<file path="config.mk">
export PLATFORM = sky130hd
export DESIGN_NAME = struct_array_packer
export DESIGN_NICKNAME = d
export VERILOG_FILES = /design/src/rtl/struct_array_packer.sv
export SDC_FILE = /design/constraint.sdc
export NUM_CORES = 1
export LEC_CHECK = 0
export BUFFER_PORTS_ARGS = -buffer_cell sky130_fd_sc_hd__buf_2
export CAP_MARGIN = 40
export CORE_ASPECT_RATIO = 0.6
export CORE_UTILIZATION = 40
export CTS_CLUSTER_SIZE = 8
export DETAILED_ROUTE_END_ITERATION = 10
export PLACE_DENSITY_LB_ADDON = 0.25
export REMOVE_ABC_BUFFERS = 1
export SLEW_MARGIN = 40
export SYNTH_ARGS = -nofsm -noshare
export SYNTH_HDL_FRONTEND = slang
export SYNTH_SLANG_ARGS = --single-unit
</file>
<file path="constraint.sdc">
create_clock -name clock -period 2.35 [get_ports clock]
set_input_delay 0.1175 -clock clock [delete_from_list [all_inputs] [get_ports clock]]
set_output_delay 0.1175 -clock clock [all_outputs]
set_load 0.01 [all_outputs]
</file>
<file path="src/rtl/struct_array_packer.sv">
// rtl/struct_array_packer.sv - double-buffered packer of {a,b,c} entries into a flat array bus
module struct_array_packer #(
  parameter int ENTRIES = 8,
  parameter int A_W     = 1,
  parameter int B_W     = 4,
  parameter int C_W     = 2,
  parameter int ENTRY_W = A_W + B_W + C_W,
  parameter int IDX_W   = (ENTRIES > 1) ? $clog2(ENTRIES) : 1,
  parameter int COUNT_W = $clog2(ENTRIES) + 1
) (
  input  logic                       clock,
  input  logic                       reset,
  input  logic                       in_valid,
  output logic                       in_ready,
  input  logic [A_W-1:0]             in_a,
  input  logic [B_W-1:0]             in_b,
  input  logic [C_W-1:0]             in_c,
  input  logic                       flush,
  output logic                       out_valid,
  input  logic                       out_ready,
  output logic [ENTRIES*ENTRY_W-1:0] out_data,
  output logic [COUNT_W-1:0]         out_count
);

  localparam logic [IDX_W-1:0] LAST_IDX = IDX_W'(ENTRIES - 1);

  logic [IDX_W-1:0]           r_wr_idx;
  logic [ENTRIES*ENTRY_W-1:0] r_acc;
  logic [COUNT_W-1:0]         r_acc_count;
  logic                       r_acc_full;
  logic [ENTRIES*ENTRY_W-1:0] r_out_data;
  logic [COUNT_W-1:0]         r_out_count;
  logic                       r_out_valid;

  logic                       w_accept;
  logic                       w_close;
  logic                       w_slot_free;
  logic [ENTRY_W-1:0]         w_entry;
  logic [ENTRIES*ENTRY_W-1:0] w_fill;
  logic [COUNT_W-1:0]         w_fill_count;

  // in_ready depends only on registered state, never on out_ready
  assign in_ready    = !r_acc_full;
  assign w_accept    = in_valid && !r_acc_full;
  assign w_slot_free = !r_out_valid || out_ready;
  assign w_entry     = {in_a, in_b, in_c};
  assign w_fill_count = COUNT_W'(r_wr_idx) + COUNT_W'(w_accept);

  // A closed array is never reopened, so flush is ignored while one is pending
  assign w_close = !r_acc_full &&
                   ((w_accept && (r_wr_idx == LAST_IDX)) ||
                    (flush && ((r_wr_idx != '0) || w_accept)));

  // Accumulator contents including the entry accepted this cycle
  always_comb begin
    w_fill = r_acc;
    if (w_accept) begin
      w_fill[ENTRY_W*r_wr_idx +: ENTRY_W] = w_entry;
    end
  end

  // Accumulator fill, close handling and output register hand-off
  always_ff @(posedge clock) begin
    if (reset) begin
      r_wr_idx    <= '0;
      r_acc       <= '0;
      r_acc_count <= '0;
      r_acc_full  <= 1'b0;
      r_out_data  <= '0;
      r_out_count <= '0;
      r_out_valid <= 1'b0;
    end else begin
      if (r_out_valid && out_ready) begin
        r_out_valid <= 1'b0;
      end
      if (r_acc_full) begin
        // Pending array waits for the consumer to free the output slot
        if (out_ready) begin
          r_out_data  <= r_acc;
          r_out_count <= r_acc_count;
          r_out_valid <= 1'b1;
          r_acc       <= '0;
          r_wr_idx    <= '0;
          r_acc_full  <= 1'b0;
        end
      end else if (w_close) begin
        r_wr_idx <= '0;
        if (w_slot_free) begin
          r_out_data  <= w_fill;
          r_out_count <= w_fill_count;
          r_out_valid <= 1'b1;
          r_acc       <= '0;
        end else begin
          r_acc       <= w_fill;
          r_acc_count <= w_fill_count;
          r_acc_full  <= 1'b1;
        end
      end else if (w_accept) begin
        r_acc    <= w_fill;
        r_wr_idx <= r_wr_idx + 1'b1;
      end
    end
  end

  assign out_valid = r_out_valid;
  assign out_data  = r_out_data;
  assign out_count = r_out_count;

endmodule
</file>
==> results of run 1 <==
## registers in the layout, summed over array words and instances (netlist names)
register	flops
out_count	4
out_data	56
r_acc_full	1
r_acc	56
out_valid	1
r_acc_count	4
r_wr_idx	3
## cells by family after synthesis
kind of cell	share of synthesized area (%)
simple gates	17.0
compound gates	22.9
flops	48.0
buf+inv	4.58
mux	5.47
fa+ha+maj	1.92
xor+xnor	0.168
## final timing paths
kind | cells past startpoint | end | startpoint
setup reg to reg | 7 | r_acc[34] | r_wr_idx[0]
setup / recovery | 7 | r_acc[34] | r_wr_idx[0]
hold / removal | 3 | out_valid | out_ready
hold reg to reg | 1 | r_acc[39] | r_acc[39]
## metal layers
metal	routed length (µm)	track usage, %	part of all wire, %	vias up
met2	6260	33.1	43	181
met5	0	0	0	-
met4	162	7.14	1.1	0
met3	991	5.00	6.8	20
met1	7180	31.1	49	2232
li1	-	-	-	2250
## cells in the mapped netlist, types with 2 or more instances
library cell	number	area [µm²]
sky130_fd_sc_hd__and2_1	7	43.8
sky130_fd_sc_hd__buf_4	6	45.0
sky130_fd_sc_hd__a311oi_1	16	140
sky130_fd_sc_hd__and3_1	6	37.5
sky130_fd_sc_hd__o21ai_1	4	20.0
sky130_fd_sc_hd__nand3_1	13	65.1
sky130_fd_sc_hd__ha_1	8	100
sky130_fd_sc_hd__mux2i_1	27	270
sky130_fd_sc_hd__a21o_1	3	22.5
sky130_fd_sc_hd__nor3_1	24	120
sky130_fd_sc_hd__clkbuf_1	16	60.1
sky130_fd_sc_hd__o2bb2ai_1	18	158
sky130_fd_sc_hd__nor2b_1	4	25.0
sky130_fd_sc_hd__nor2_1	85	319
sky130_fd_sc_hd__dfxtp_1	125	2500
sky130_fd_sc_hd__a31oi_1	6	37.5
sky130_fd_sc_hd__inv_1	5	18.8
sky130_fd_sc_hd__nand2_1	43	161
sky130_fd_sc_hd__or2_2	2	12.5
sky130_fd_sc_hd__o21ai_0	14	70.1
sky130_fd_sc_hd__buf_2	20	100
sky130_fd_sc_hd__a221oi_1	17	149
sky130_fd_sc_hd__a32oi_1	2	17.5
sky130_fd_sc_hd__a22o_1	29	254
sky130_fd_sc_hd__a21oi_1	14	70.1
sky130_fd_sc_hd__a211oi_1	26	195
sky130_fd_sc_hd__nand2b_1	3	18.8
## stage by stage
step	area, µm²	worst slack, ns	hold slack [ns]	std cells
after floorplan	5000	-1.48	0.187	520
after global placement	5870	0.0729	0.410	790
after detailed placement	5870	0.0191	0.426	790
after CTS	6480	0.0150	0.0723	823
after global routing	6600	-0.0663	0.0959	828
final	6600	0.113	0.0996	828
## cell usage in the layout, fill, tap and decap left out, types with 6 or more instances in the layout
master                      netlist  routed
sky130_fd_sc_hd__o2bb2ai_1       18      18
sky130_fd_sc_hd__a31oi_1          6       6
sky130_fd_sc_hd__mux2i_1         27      27
sky130_fd_sc_hd__a311oi_1        16      16
sky130_fd_sc_hd__a211oi_1        26      26
sky130_fd_sc_hd__buf_12           0       6
sky130_fd_sc_hd__a22o_1          29      29
sky130_fd_sc_hd__nor2_1          85      84
sky130_fd_sc_hd__a21oi_1         14      14
sky130_fd_sc_hd__nand3_1         13      13
sky130_fd_sc_hd__o21ai_0         14      12
sky130_fd_sc_hd__buf_2           20      73
sky130_fd_sc_hd__dfxtp_1        125     123
sky130_fd_sc_hd__and2_1           7       7
sky130_fd_sc_hd__clkbuf_16        0      19
sky130_fd_sc_hd__ha_1             8       7
sky130_fd_sc_hd__nor3_1          24      24
sky130_fd_sc_hd__nand2_1         43      43
sky130_fd_sc_hd__buf_4            6      29
sky130_fd_sc_hd__a221oi_1        17      17
sky130_fd_sc_hd__and3_1           6       6
## worst max-delay path, delay by kind of cell (launching register included)
family | cells | cell delay [ns]
compound gates | 4 | 1.06
simple gates | 1 | 0.30
fa+ha+maj | 2 | 0.48
flops | 1 | 0.35
## power by group
part	switching (mW)	total [mW]	internal (mW)
logic	0.366	0.608	0.242
clock network	1.01	2.67	1.66
registers	0.0471	2.25	2.21
## area by class of cell
class | instances | area (µm²)
fill | 1135 | 5770
sequential | 125 | 2500
clock buffer | 17 | 425
clock inverter | 15 | 173
timing repair buffer | 111 | 763
multi-input combinational | 389 | 2510
tap | 165 | 206
inverter | 6 | 22.5
## timing repair
| item | CTS | global route |
|---|---|---|
| hold buffers | 1 | 0 |
| buffers inserted | 0 | 3 |
| hold endpoints to repair | 3 | 0 |
| setup endpoints to repair | 0 | 112 |
| resized for setup | 0 | 12 |
==> out/metrics.cfg, run 1 <==
[run_status]
outcome = finished, final reports clean

[sta]
clock_skew_ns = 0.00751
finalSetupTns_ns = 0
clock.fmax_mhz = 447
report.final.hold_viol_count = 0
slew_violations = 0
tightestPinTransition_ns = 0.723
setup_violations = 0
slew-limit-headroom_pct = 51.8
fin_crit_sh_pct = 95.2
fin_crit_ns = 2.24

[yosys]
synth_edf_count = 0
synthesis.area_per_instance_um2 = 9.27
synthesis_warning_total = 0
netlist-cell-type-count = 47
yosys_reg_bits = 125
async_reset_ff_share_pct = 0
synth.cell_area_mm2 = 0.00522
synthCells = 563
synth_ff_type = sky130_fd_sc_hd__dfxtp_1
synth-seq-area-share_pct = 48.0

[finish]
final_util_pct = 53.4
num_antenna_cells = 0
num-nets-final = 670
drive_gt1_share_pct = 24.3
area_delta_synth_final_pct = 26.6

[critical_path]
critical_path_arrival_ns = 2.59
worstPathRequired_ns = 2.70
max_stage_delay_ns = 0.46
cp-start-kind = flop
slowest_stage = sky130_fd_sc_hd__o21ai_1
worst-path-max-fanout = 7
timing_worst_setup_path_type = reg -> reg
cp_cell_sequence = ha_1 > ha_1 > or2_2 > o21ai_1 > o21ai_0 > o21ai_1 > a22o_1
setup.worst_path.end_class = flop
reg2reg_setup_slack_ns = 0.11

[cts]
cts.sink_count = 125
cts-buffers-inserted = 17
clkSlewWorstSetupHoldPaths_ns = 0.06
cts_htree_levels = 4
number_of_buffers_between_clock_root_and_the_deepest_sink = 2
clock_latency_ns = 0.41
root_buffer = sky130_fd_sc_hd__clkbuf_16
tritoncts_clock_tree = yes

[pwr]
design_power_total_mw = 5.53
leakage_power_total_nw = 2.64
p_per_area_mw_per_mm2 = 838
ir_worst_vdd_mv = 0.413

[grt]
grt_antenna_before_repair = 0
largest_net_degree_at_the_start_of_global_routing = 68
via_count_of_the_first_global_routing_pass = 4471
global_route_usage_over_all_layers_pct = 22.1
gr-total-overflow = 0
grt_pass1_wl_um = 23300

[floorplanning]
coreArea_mm2 = 0.0124
floorplan.die.width_um = 149
die_outline_area_mm2 = 0.0135
floorplan.initialDensity_pct = 42.2
die-height_um = 90.5
floorplan.rows = 31
pin_count = 74

[drt]
routed_wire_length_per_instance_um = 17.6
route.detailed.drc = 0
dr.first_iter.drc_count = 257
ant_nets = 0
drt_pre_antenna_iters = 4
drt_wl_total_um = 14600
vias = 4683
routed_via_density = 5.66

[place]
number_of_port_buffers = 73
place.gp.congestion = 0.897
place_hpwl_um = 9560

[job]
max-cap-violations = 0

[hold_path]
timing.hold.worst.class = in -> reg

(Power assumes the default switching activity.)
==> run 2, diff against run 1 <==
--- a/config.mk
+++ b/config.mk
@@ -8,7 +8,7 @@
 export BUFFER_PORTS_ARGS = -buffer_cell sky130_fd_sc_hd__buf_2
 export CAP_MARGIN = 40
 export CORE_ASPECT_RATIO = 0.6
-export CORE_UTILIZATION = 40
+export CORE_UTILIZATION = 42
 export CTS_CLUSTER_SIZE = 8
 export DETAILED_ROUTE_END_ITERATION = 10
 export PLACE_DENSITY_LB_ADDON = 0.25
==> constraint.sdc (replaced) <==
create_clock -name clock -period 2.8 [get_ports clock]
set_input_delay 0.14 -clock clock [delete_from_list [all_inputs] [get_ports clock]]
set_output_delay 0.14 -clock clock [all_outputs]
set_load 0.01 [all_outputs]
==> out/metrics.cfg, run 2 (synthesis results as in run 1) <==
[cts]
clock_latency_ns = 0.41
root_buffer = sky130_fd_sc_hd__clkbuf_16
cts.hold.buffers_added = 0
number_of_buffers_between_clock_root_and_the_deepest_sink = 2
cts-buffers-inserted = 17
cts_htree_levels = 4
post_cts_repair_resize_count = 0
cts.sink_count = 125
cts_setup_buffers = 0
clkSlewWorstSetupHoldPaths_ns = 0.06
tritoncts_clock_tree = yes

[grt]
grt_antenna_before_repair = 0
via_count_of_the_first_global_routing_pass = 4259
gr-total-overflow = 0
grt_pass1_wl_um = 21700
global_route_usage_over_all_layers_pct = 21.7
largest_net_degree_at_the_start_of_global_routing = 77

[pwr]
design_power_total_mw = 4.32
ir_worst_vdd_mv = 0.469
leakage_power_total_nw = 2.48
p_per_area_mw_per_mm2 = 688

[floorplanning]
coreArea_mm2 = 0.0121
floorplan.die.width_um = 146
die-height_um = 88.3
pin_count = 74
floorplan.initialDensity_pct = 43.2
die_outline_area_mm2 = 0.0129
floorplan.rows = 31

[drt]
drt_pre_antenna_iters = 5
routed_via_density = 5.63
dr.first_iter.drc_count = 318
vias = 4558
drt_wl_total_um = 13500
route.detailed.drc = 0
ant_nets = 0
routed_wire_length_per_instance_um = 16.7

[sta]
rsz0062_at_grt = false
setup_violations = 0
layout_setup_ws_ns = 0.227
report.final.hold_viol_count = 0
clock.fmax_mhz = 389
slew_violations = 0
clock_skew_ns = 0.0114
fin_crit_sh_pct = 91.9
tightestPinTransition_ns = 0.682
slew-limit-headroom_pct = 54.5
fin_crit_ns = 2.57

[critical_path]
ff_to_ff_path_depth = 8
startpoint_of_the_worst_register_to_register_path = r_wr_idx[0]
critical_path_arrival_ns = 2.88
cp-start-kind = flop
reg2reg_setup_slack_ns = 0.23
max_stage_delay_ns = 0.47
worst-path-max-fanout = 8
cp_cell_sequence = inv_1 > ha_1 > ha_2 > and2b_1 > o21ai_0 > o21ai_0 > o21ai_1 > a22o_1
regToRegEndpoint = r_acc[33]
critical_path_buf_inv_count = 1
cpMostUsedCell = sky130_fd_sc_hd__o21ai_0
setup.worst_path.end_class = flop
slowest_stage = sky130_fd_sc_hd__dfxtp_1
worstPathRequired_ns = 3.10
timing_worst_setup_path_type = reg -> reg
cp_top_family = compound AO/OA/AOI/OAI gates

[place]
number_of_port_buffers = 73
preCtsSetupSlack_ns = 0.159
place_hpwl_um = 9180
place.gp.congestion = 0.910

[hold_path]
hold_path_depth = 2
timing.hold.worst.class = in -> reg
whs_endpoint = r_wr_idx[1]
holdCritStartpoint = reset

[finish]
final_util_pct = 52.1
drive_gt1_share_pct = 20.8
num_antenna_cells = 0
fillcell_total = 1092
layout.area.seq_mm2 = 0.00250
num-nets-final = 653
multi_input_area_mm2 = 0.00249
area_delta_synth_final_pct = 20.4
final_cell_mix = sky130_fd_sc_hd__dfxtp_1, sky130_fd_sc_hd__nor2_1, sky130_fd_sc_hd__buf_2
final_common_cell = sky130_fd_sc_hd__dfxtp_1

[job]
max-cap-violations = 0

[run_status]
outcome = finished, final reports clean

run 2: final cells by class:
cell class	instances	share of cell area [%]
clock inverter	8	1.12
inverter	6	0.359
multi-input combinational	389	39.6
tap	165	3.29
sequential	125	39.8
timing repair buffer	94	8.53
clock buffer	22	7.23
run 2: layer usage:
metal,vias up,GRT usage [%],wire length (µm)
met5,-,0,0
met4,0,6.79,127
met3,10,5.67,849
met2,164,33.3,5740
met1,2173,30.0,6800
li1,2211,-,-
run 2: worst max-delay path by stage:
| stage | depth (start not counted) | slack, ns | startpoint | end |
|---|---|---|---|---|
| final | 8 | 0.23 | r_wr_idx[0] | r_acc[33] |
| after global routing | 8 | 0.09 | r_wr_idx[0] | r_acc[19] |
| after CTS | 8 | 0.09 | r_wr_idx[0] | r_acc[19] |
| after detailed placement | 8 | 0.16 | r_wr_idx[0] | r_acc[19] |
| after global placement | 8 | 0.27 | r_wr_idx[0] | out_data[42] |
| after floorplan | 8 | -1.03 | r_wr_idx[0] | out_count[2] |
run 2: power by group:
part / internal (mW) / leakage, nW / switching, mW
Combinational: 0.164 / 1.21 / 0.289
Clock: 1.22 / 0.255 / 0.753
Sequential: 1.85 / 1.02 / 0.0379
Total: 3.24 / 2.48 / 1.08
run 2: per-stage QoR:
step | instances | instance area, µm² | TNS (ns) | hold WS, ns
after detailed placement | 779 | 5750 | 0 | 0.445
after global routing | 809 | 6280 | 0 | 0.0706
after floorplan | 520 | 5000 | -54.88 | 0.209
after global placement | 779 | 5750 | 0 | 0.436
after CTS | 809 | 6270 | 0 | 0.0472
final | 809 | 6280 | 0 | 0.0700
==> run 3, diff against run 2 <==
--- a/config.mk
+++ b/config.mk
@@ -11,7 +11,6 @@
 export CORE_UTILIZATION = 42
 export CTS_CLUSTER_SIZE = 8
 export DETAILED_ROUTE_END_ITERATION = 10
-export PLACE_DENSITY_LB_ADDON = 0.25
 export REMOVE_ABC_BUFFERS = 1
 export SLEW_MARGIN = 40
 export SYNTH_ARGS = -nofsm -noshare
==> out/metrics.cfg, run 3 (synthesis results as in run 1) <==
[drt]
route.detailed.drc = 0
maxUsedRoutingLayer = met4
wirelength_met1_um = 7010
dr.first_iter.drc_count = 272
routed-wl-met3_um = 803
ant_nets = 0
drt_wl_total_um = 13700
vias = 4567
met2_length_um = 5820
routed_wire_length_per_instance_um = 17.0
drt_pre_antenna_iters = 5
routed_via_density = 5.63

[critical_path]
cp_top_family = compound AO/OA/AOI/OAI gates
max_stage_delay_ns = 0.56
critical_path_buf_inv_count = 0
cpMostUsedCell = sky130_fd_sc_hd__ha_1
setup.worst_path.end_class = flop
cp-start-kind = flop
worstPathRequired_ns = 3.10
worst-path-max-fanout = 14
critical_path_arrival_ns = 2.86
cp_cell_sequence = ha_1 > ha_1 > nor2_1 > o211a_1 > nor2_2 > o21ai_1 > a22o_1
slowest_stage = sky130_fd_sc_hd__nor2_2
timing_worst_setup_path_type = reg -> reg

[finish]
layoutNonFillerInstCount = 811
final_cell_mix = sky130_fd_sc_hd__dfxtp_1, sky130_fd_sc_hd__nor2_1, sky130_fd_sc_hd__buf_2
num-nets-final = 653
num_antenna_cells = 0
final_common_cell = sky130_fd_sc_hd__dfxtp_1
drive_gt1_share_pct = 22.0
fillcell_total = 1143
area_delta_synth_final_pct = 21.6
multi_input_area_mm2 = 0.00249
layout.area.seq_mm2 = 0.00250

[grt]
via_count_of_the_first_global_routing_pass = 4108
gr-total-overflow = 0
grt_antenna_before_repair = 0
largest_net_degree_at_the_start_of_global_routing = 66
global_route_usage_over_all_layers_pct = 22.4
grt_pass1_wl_um = 22100

[cts]
cts-buffers-inserted = 17
cts.sink_count = 125
clock_latency_ns = 0.41
number_of_buffers_between_clock_root_and_the_deepest_sink = 2
cts_htree_levels = 4
tritoncts_clock_tree = yes
cts_setup_buffers = 0
root_buffer = sky130_fd_sc_hd__clkbuf_16
clkSlewWorstSetupHoldPaths_ns = 0.06

[sta]
fin_crit_sh_pct = 91.4
tightestPinTransition_ns = 0.748
clock.fmax_mhz = 391
clock_skew_ns = 0.00707
rsz0062_at_grt = false
fin_crit_ns = 2.56
slew_violations = 0
slew-limit-headroom_pct = 50.1
report.final.hold_viol_count = 0
setup_violations = 0

[job]
max-cap-violations = 0

[floorplanning]
coreArea_mm2 = 0.0121
floorplan.die.width_um = 146
die_outline_area_mm2 = 0.0129
floorplan.rows = 31
pin_count = 74
die-height_um = 88.3
floorplan.initialDensity_pct = 43.2

[place]
place_hpwl_um = 9260
place.gp.congestion = 0.908
placed_cells_incl_taps = 779
number_of_port_buffers = 73

[pwr]
design_power_total_mw = 4.44
leakage_power_total_nw = 2.49
ir_worst_vdd_mv = 0.434
p_per_area_mw_per_mm2 = 699

[run_status]
outcome = finished, final reports clean

[hold_path]
timing.hold.worst.class = in -> reg

run 3: cell types whose count changed in the layout (fill, tap and decap cells not counted), sizes merged:
cell / previous run / this run
clkinvlp: 2 / 6
clkbuf: 22 / 19
inv: 6 / 7
run 3: stage by stage:
step	instance area, µm²	setup slack, ns	TNS (ns)	utilization (%)	hold slack [ns]
floorplan	5000	-1.03	-54.88	-	0.209
global placement	5760	0.0902	0	47.8	0.435
detailed placement	5770	0.181	0	47.8	0.446
CTS	6340	0.154	0	52.5	0.109
global route	6340	0.0390	0	52.6	0.131
finish	6340	0.241	0	52.6	0.118
run 3: where the power goes:
group / switching [mW] / internal [mW] / leakage (nW) / total, mW
logic: 0.292 / 0.167 / 1.21 / 0.459
clock network: 0.824 / 1.27 / 0.263 / 2.09
registers: 0.0366 / 1.85 / 1.02 / 1.89
run 3: layer usage:
layer	vias up	GRT usage, %
met4	0	6.79
met1	2170	32.2
li1	2219	-
met2	165	33.6
met3	13	4.90
met5	-	0
run 3: tightest hold or removal path, stage by stage:
cell	delay [ns]
sky130_fd_sc_hd__buf_2	0.12
sky130_fd_sc_hd__nand2b_1	0.14
sky130_fd_sc_hd__a21oi_1	0.07
run 3: repair_timing:
action                                  CTS  global route
resized for setup                         0             3
hold buffers                              0             0
endpoints found under the setup margin    0             9
run 3: final timing paths:
check | depth (start not counted) | to | slack [ns] | startpoint
setup / recovery | 7 | r_acc[9] | 0.24 | r_wr_idx[0]
hold / removal | 3 | out_valid | 0.12 | out_ready
setup reg to reg | 7 | r_acc[9] | 0.24 | r_wr_idx[0]
hold reg to reg | 1 | r_acc[35] | 0.46 | r_acc[35]
run 3: area by class of cell:
class                           instances  share of cell area (%)
Clock buffer                           19                    7.14
Clock inverter                         13                    1.83
Tap cell                              165                    3.25
Multi-Input combinational cell        389                    39.3
Inverter                                6                   0.355
Timing Repair Buffer                   94                    8.64
Sequential cell                       125                    39.4
